===== config.mk =====
export PLATFORM = sky130hd
export DESIGN_NAME = clkdiv_seq_flat
export DESIGN_NICKNAME = d
export VERILOG_FILES = /design/src/rtl/clkdiv_seq_if.sv /design/src/rtl/clkdiv_seq.sv /design/src/flat_wrapper.sv
export SDC_FILE = /design/constraint.sdc
export NUM_CORES = 1
export LEC_CHECK = 0
export CAP_MARGIN = 20
export CORE_AREA = 2 2 39 41
export CTS_CLUSTER_DIAMETER = 200
export CTS_CLUSTER_SIZE = 40
export DETAILED_ROUTE_END_ITERATION = 6
export DIE_AREA = 0 0 41 43
export RECOVER_POWER = 25
export SLEW_MARGIN = 20
export SYNTH_ARGS = -nofsm -noshare
export SYNTH_HDL_FRONTEND = slang
export SYNTH_SLANG_ARGS = --single-unit

===== constraint.sdc =====
create_clock -name hclkin -period 3.5 [get_ports hclkin]
set_input_delay 0.875 -clock hclkin [delete_from_list [all_inputs] [get_ports hclkin]]
set_output_delay 0.875 -clock hclkin [all_outputs]
set_load 0.01 [all_outputs]

===== src/rtl/clkdiv_seq_if.sv =====
// clkdiv_seq_if
//   Control/status bundle between the control-register block (master) and the
//   CLKDIV sequencer (slave).
//   en          : divider enable; 0 stops the divider and holds it in reset
//   restart_req : re-sequence request, level-sampled
//   div_resetn  : CLKDIV RESETN drive (registered)
//   ready       : divided clock stable and usable (registered)
//   busy        : sequence in progress
//   phase       : hclkin count within the current divided period
//   div_stb     : one-cycle strobe per divided period
interface clkdiv_seq_if #(
    parameter int DIV = 4
);
    localparam int PW = (DIV > 1) ? $clog2(DIV) : 1;

    logic          en;
    logic          restart_req;
    logic          div_resetn;
    logic          ready;
    logic          busy;
    logic [PW-1:0] phase;
    logic          div_stb;

    modport master (
        output en, restart_req,
        input  div_resetn, ready, busy, phase, div_stb
    );

    modport slave (
        input  en, restart_req,
        output div_resetn, ready, busy, phase, div_stb
    );
endinterface


===== src/rtl/clkdiv_seq.sv =====
// clkdiv_seq
//   Sequencer for the CLKDIV hard divider. Holds the divider in reset for
//   HOLD_CYCLES, releases it, waits SETTLE_CYCLES before flagging ready, and
//   tracks the divider phase to give a strobe aligned to each divided period.
//   hclkin : fast clock, rising edge
//   resetn : asynchronous active-low reset
//   bus    : clkdiv_seq_if.slave (en, restart_req in; div_resetn, ready,
//            busy, phase, div_stb out)
module clkdiv_seq #(
    parameter int DIV           = 4,
    parameter int HOLD_CYCLES   = 16,
    parameter int SETTLE_CYCLES = 8
) (
    input  logic          hclkin,
    input  logic          resetn,
    clkdiv_seq_if.slave   bus
);
    localparam int PW   = (DIV > 1) ? $clog2(DIV) : 1;
    localparam int CMAX = (HOLD_CYCLES > SETTLE_CYCLES) ? HOLD_CYCLES : SETTLE_CYCLES;
    localparam int CW   = ($clog2(CMAX) > 0) ? $clog2(CMAX) : 1;

    localparam logic [CW-1:0] HOLD_LAST   = CW'(HOLD_CYCLES - 1);
    localparam logic [CW-1:0] SETTLE_LAST = CW'(SETTLE_CYCLES - 1);
    localparam logic [PW-1:0] PH_LAST     = PW'(DIV - 1);

    typedef enum logic [1:0] {
        S_HOLD   = 2'd0,
        S_SETTLE = 2'd1,
        S_RUN    = 2'd2
    } state_t;

    state_t        r_state, w_state_nxt;
    logic [CW-1:0] r_cnt, w_cnt_nxt;
    logic          r_div_resetn, w_div_resetn_nxt;
    logic          r_ready, w_ready_nxt;
    logic [PW-1:0] r_phase, w_phase_nxt;

    always_ff @(posedge hclkin or negedge resetn) begin
        if (!resetn) begin
            r_state      <= S_HOLD;
            r_cnt        <= '0;
            r_div_resetn <= 1'b0;
            r_ready      <= 1'b0;
            r_phase      <= '0;
        end else begin
            r_state      <= w_state_nxt;
            r_cnt        <= w_cnt_nxt;
            r_div_resetn <= w_div_resetn_nxt;
            r_ready      <= w_ready_nxt;
            r_phase      <= w_phase_nxt;
        end
    end

    always_comb begin
        w_state_nxt      = r_state;
        w_cnt_nxt        = r_cnt;
        w_div_resetn_nxt = r_div_resetn;
        w_ready_nxt      = r_ready;
        w_phase_nxt      = '0;

        case (r_state)
            S_HOLD: begin
                w_div_resetn_nxt = 1'b0;
                w_ready_nxt      = 1'b0;
                // Clearing while disabled guarantees a full hold after re-enable.
                if (!bus.en) begin
                    w_cnt_nxt = '0;
                end else if (r_cnt == HOLD_LAST) begin
                    w_cnt_nxt        = '0;
                    w_div_resetn_nxt = 1'b1;
                    w_state_nxt      = S_SETTLE;
                end else begin
                    w_cnt_nxt = r_cnt + CW'(1);
                end
            end
            S_SETTLE: begin
                // restart_req is deliberately not looked at here.
                if (!bus.en) begin
                    w_cnt_nxt        = '0;
                    w_div_resetn_nxt = 1'b0;
                    w_ready_nxt      = 1'b0;
                    w_state_nxt      = S_HOLD;
                end else if (r_cnt == SETTLE_LAST) begin
                    w_cnt_nxt   = '0;
                    w_ready_nxt = 1'b1;
                    w_state_nxt = S_RUN;
                end else begin
                    w_cnt_nxt = r_cnt + CW'(1);
                end
            end
            S_RUN: begin
                if (!bus.en || bus.restart_req) begin
                    w_cnt_nxt        = '0;
                    w_div_resetn_nxt = 1'b0;
                    w_ready_nxt      = 1'b0;
                    w_state_nxt      = S_HOLD;
                end
            end
            default: begin
                w_cnt_nxt        = '0;
                w_div_resetn_nxt = 1'b0;
                w_ready_nxt      = 1'b0;
                w_state_nxt      = S_HOLD;
            end
        endcase

        // Phase counts only while the divider is out of reset on both sides of
        // the edge: it sits at 0 on the release edge and clears when the
        // divider is put back into reset.
        if (r_div_resetn && w_div_resetn_nxt) begin
            w_phase_nxt = (r_phase == PH_LAST) ? '0 : r_phase + PW'(1);
        end
    end

    // Decodes of registered state only: no path from en/restart_req.
    assign bus.div_resetn = r_div_resetn;
    assign bus.ready      = r_ready;
    assign bus.busy       = (r_state != S_RUN);
    assign bus.phase      = r_phase;
    assign bus.div_stb    = r_ready && (r_phase == PH_LAST);

endmodule


===== src/flat_wrapper.sv =====
// flat-port wrapper written by rule: the top's interface ports become plain ports
module clkdiv_seq_flat 
#(
    parameter int DIV           = 4,
    parameter int HOLD_CYCLES   = 16,
    parameter int SETTLE_CYCLES = 8
)
  (hclkin, resetn, bus_en, bus_restart_req, bus_div_resetn, bus_ready, bus_busy, bus_phase, bus_div_stb);
  clkdiv_seq_if #(.DIV(DIV)) bus_i ();
  input  logic hclkin;
  input  logic resetn;
  input wire logic [$bits(bus_i.en)-1:0] bus_en;
  input wire logic [$bits(bus_i.restart_req)-1:0] bus_restart_req;
  output wire logic [$bits(bus_i.div_resetn)-1:0] bus_div_resetn;
  output wire logic [$bits(bus_i.ready)-1:0] bus_ready;
  output wire logic [$bits(bus_i.busy)-1:0] bus_busy;
  output wire logic [$bits(bus_i.phase)-1:0] bus_phase;
  output wire logic [$bits(bus_i.div_stb)-1:0] bus_div_stb;
  assign bus_i.en = bus_en;
  assign bus_i.restart_req = bus_restart_req;
  assign bus_div_resetn = bus_i.div_resetn;
  assign bus_ready = bus_i.ready;
  assign bus_busy = bus_i.busy;
  assign bus_phase = bus_i.phase;
  assign bus_div_stb = bus_i.div_stb;
  clkdiv_seq #(.DIV(DIV), .HOLD_CYCLES(HOLD_CYCLES), .SETTLE_CYCLES(SETTLE_CYCLES)) u_core (.hclkin(hclkin), .resetn(resetn), .bus(bus_i));
endmodule

; ---- Yosys cells after proc, flatten, opt, wreduce, memory -nomap -nowiden
; Cells that the tools add are included.
[word_totals]
output_inout_bits = 6
ff_bits = 10
in_bits = 4
wordCells = 47
[classes]
mux = 23
n_reduce_logical = 7
eq_ne = 10
addsub = 2
[ops]
columns = operator, n
row1 = two-way mux 4 bit, 5
row2 = two-way mux 2 bit, 7
row3 = case mux 4 bit (3 select lines), 1
row4 = two-way mux 1 bit, 7
row5 = case mux 2 bit (3 select lines), 1
row6 = adder 4 x 1 -> 4 bit (second input constant), 1
row7 = equality test 2 bit (second input constant), 2
row8 = equality test 4 x 3 -> 1 bit (second input constant), 1
row9 = equality test 4 bit (second input constant), 1
row10 = inequality test 2 x 1 -> 1 bit (second input constant), 2
row11 = inequality test 2 bit (second input constant), 2
row12 = AND reduction 4 bit, 1
row13 = inequality test 3 x 2 -> 1 bit (second input constant), 1
row14 = case mux 1 bit (3 select lines), 1
row15 = adder 2 x 1 -> 2 bit (second input constant), 1
row16 = equality test 2 x 1 -> 1 bit (second input constant), 1
row17 = logical AND 1 bit, 2
row18 = zero test 2 bit, 1
row19 = case mux 1 bit (2 select lines), 1
row20 = AND reduction 2 bit, 1
row21 = zero test 1 bit, 1
row22 = logical OR 1 bit, 1

; ---- Depth between registers and ports, before layout
[logic_depth]
ltp_word = 6
depth_mapped = 5
ltp_nobuf = 4

; ---- Worst setup path after synthesis
; OpenSTA, ideal clock, no wires.
[synth_path]
kind = register to output
startpoint = register u_core.r_phase[0] (netlist: u_core.bus.phase[0])
endpoint = output bus_div_stb
stages_incl_launch_ff = 3
required_time_ns = 2.625
t_arrival_ns = 0.802
setup_slack_ns = 1.823
path_cell_list = dfrtp_1 > ha_1 > and2_1
[synth_via]
elab_chain_len = 2
[synth_lines]
columns = element, line_no
row1 = start: declaration, clkdiv_seq.sv:36  ; logic [PW-1:0] r_phase, w_phase_nxt;
row2 = start signal: assignment, clkdiv_seq.sv:50  ; r_phase <= w_phase_nxt;
row3 = equality test 2 bit, clkdiv_seq.sv:120  ; assign bus.div_stb = r_ready && (r_phase == PH_LAST);
row4 = logical AND 1 bit, clkdiv_seq.sv:120
row5 = end: declaration, flat_wrapper.sv:18  ; output wire logic [$bits(bus_i.div_stb)-1:0] bus_div_stb;
; Every way passes these cells.

; ---- Worst setup path after layout
; Ends and elaborated chain as after synthesis.

==> impl_metrics.yaml <==
clock_network:
  clkSinkCount: 10
  clockBufferDepth: 2
  cts_max_level: 1
  insertion_delay_ps: 260
  cts_root_buf: "clkbuf_4"
  hold_buffers: 0
  path_clk_slew_ps: 60
  cts_inserted_buffers: 3
  cts_tree: "done"
  postCtsSetupRepairBufs: 0
  cts.repair.resized: 0
synthesis:
  yosysWarnings: 0
  synth.distinct_cells: 27
  syn_avg_cell_area_um2: 10.5
  synth_flop_cell: "dfrtp_1"
  synth_area_um2: 527
  yosysSeqAreaShare: 0.475
  syn_nets: 56
  postSynthCellCount: 50
  async_reset_ff_frac: 1.00
  synth_edf_count: 0
  synth_seq_cells: 10
timing:
  slew_headroom: 0.700
  min_period_ps: 2380
  fmax_ghz: 0.421
  post-route-period-util: 0.679
  worst_pin_slew_ps: 448
  drv_slew: 0
  hold_violations: 0
  setup_tns_ps: 0
  final-setup-viol-count: 0
  clock_skew_ps: 2.51
  rsz0062_at_grt: "no"
route:
  dr.first_iter.drc_count: 13
  routed_wl_um: 983
  vias: 410
  ant_nets: 0
  wl_per_cell_um: 12.9
  vias_per_cell: 5.39
  drcViolationCount: 0
  first_pass_iters: 4
cells_and_area:
  drive_above_1_share: 0.117
  stdcell_area_um2: 641
  final_common_cell: "dfrtp_1"
  nNetsFinal: 68
  area_growth_pct: 21.6
  postLayoutCoreUtil: 0.463
  antenna_cells: 0
  final_cell_mix: "dfrtp_1 (10), nand2_1 (8), clkdlybuf4s50_1 (8)"
setup_path:
  crit_path_end_kind: "output port"
  start_kind: "flip-flop"
  r2r_slack_ps: 2040
  cp_max_fo: 3
  worstPathBufferInverterCount: 1
  r2r_start: "u_core.r_cnt[0]$_DFFE_PN0P_"
  cp_top_family: "buffers and inverters"
  cp.arrival_ps: 1500
  slowest_delay_ps: 470
  worstPathCellList: "ha_1 -> and2_1 -> clkdlybuf4s50_1"
  cp_slowest_cell: "clkdlybuf4s50_1"
  cp.required_ps: 2620
  crit_type: "reg2out"
  reg2regPathDepth: 4
  timing.rr.end: "u_core.r_cnt[3]$_DFFE_PN0P_"
floorplanning:
  die_h_um: 43
  io_pins: 10
  die_x_um: 41
  dieArea_um2: 1760
  start_util: 0.381
  core_area_um2: 1380
  rows: 14
power:
  peakVddDrop_v: 0.000136
  power_density_nw_per_um2: 330
  leakagePower_uw: 0.000264
min_path:
  min_from: "u_core.bus.phase[0]$_DFF_PN0_"
  worst_hold_path.endpoint: "u_core.bus.phase[0]$_DFF_PN0_"
  min_path_type: "reg2reg"
  hold_path_depth: 1
placed_design:
  placed_area_um2: 618
  hpwlAfterDp_um: 715
  port_buffers: 9
  gp_congestion: 0.759
global_routing:
  grt_pass1_vias: 382
  grt_antenna_before_repair: 0
  grt_use_total: 0.149
  overflow: 0
  grt_first_pass_wirelength_mm: 1.70
  grt_max_degree: 11
outcome:
  status: "finished, final reports clean"
run:
  maxCapViolCount: 0
==> area by class of cell <==
cell class	count	area, um2
inverter	1	3.75
multi-input combinational	37	254
sequential	10	250
timing repair buffer	9	90.1
fill	149	743
clock buffer	3	22.5
tap	16	20.0
==> state kept, by name (all words and copies together), names as in the netlist <==
name                   flops
u_core.bus.ready           1
u_core.bus.phase           2
u_core.r_cnt               4
u_core.r_state             2
u_core.bus.div_resetn      1
==> synth_stat cells (all sizes together), types with 2 or more instances <==
library cell   n  area [um2]
o21ai          3        15.0
nand2b         2        20.0
nand3          3        15.0
dfrtp         10         250
ha             2        25.0
nand2          8        30.0
a21oi          3        18.8
buf            2        18.8
nor3b          2        15.0
==> metal layers <==
metal	wire, um	share of wire	GRT usage	up-vias
li1	-	-	-	205
met1	504	0.51	0.221	191
met2	409	0.42	0.178	12
met3	53	0.054	0.0471	2
met4	15	0.015	0.100	0
met5	0	0	0	-
==> worst max-delay path by stage <==
stage,end,from,slack (ps),depth (start not counted)
after floorplan,bus_div_stb,u_core.bus.phase[0]$_DFF_PN0_,1820,2
after global placement,u_core.bus.phase[0]$_DFF_PN0_,bus_en,1310,4
after detailed placement,u_core.bus.phase[1]$_DFF_PN0_,bus_en,1290,4
after CTS,bus_div_stb,u_core.bus.phase[0]$_DFF_PN0_,1110,3
after global routing,bus_div_stb,u_core.bus.phase[0]$_DFF_PN0_,1030,3
final,bus_div_stb,u_core.bus.phase[0]$_DFF_PN0_,1120,3
==> power by group <==
group          internal [uW]  total [uW]  switching, uW
Clock                   39.6        75.9           36.3
Sequential               118         121           3.06
Combinational           6.59        13.8           7.21
Total                    164         211           46.6
==> per-stage QoR <==
step / setup slack, ps / instances / total power, uW / hold WS, ps
floorplan: 1820 / 50 / 129 / 485
global placement: 1310 / 73 / 138 / 480
detailed placement: 1290 / 73 / 138 / 482
CTS: 1110 / 76 / 214 / 488
global route: 1030 / 76 / 224 / 501
finish: 1120 / 76 / 211 / 490
==> cell families after synthesis <==
kind of cell    count (synthesis)  share of synthesized area
fa+ha+maj                       2                     0.0475
compound gates                 12                      0.159
simple gates                   23                      0.276
buf+inv                         3                     0.0428
flops                          10                      0.475
Note: power is estimated with default switching activity, not from simulation.
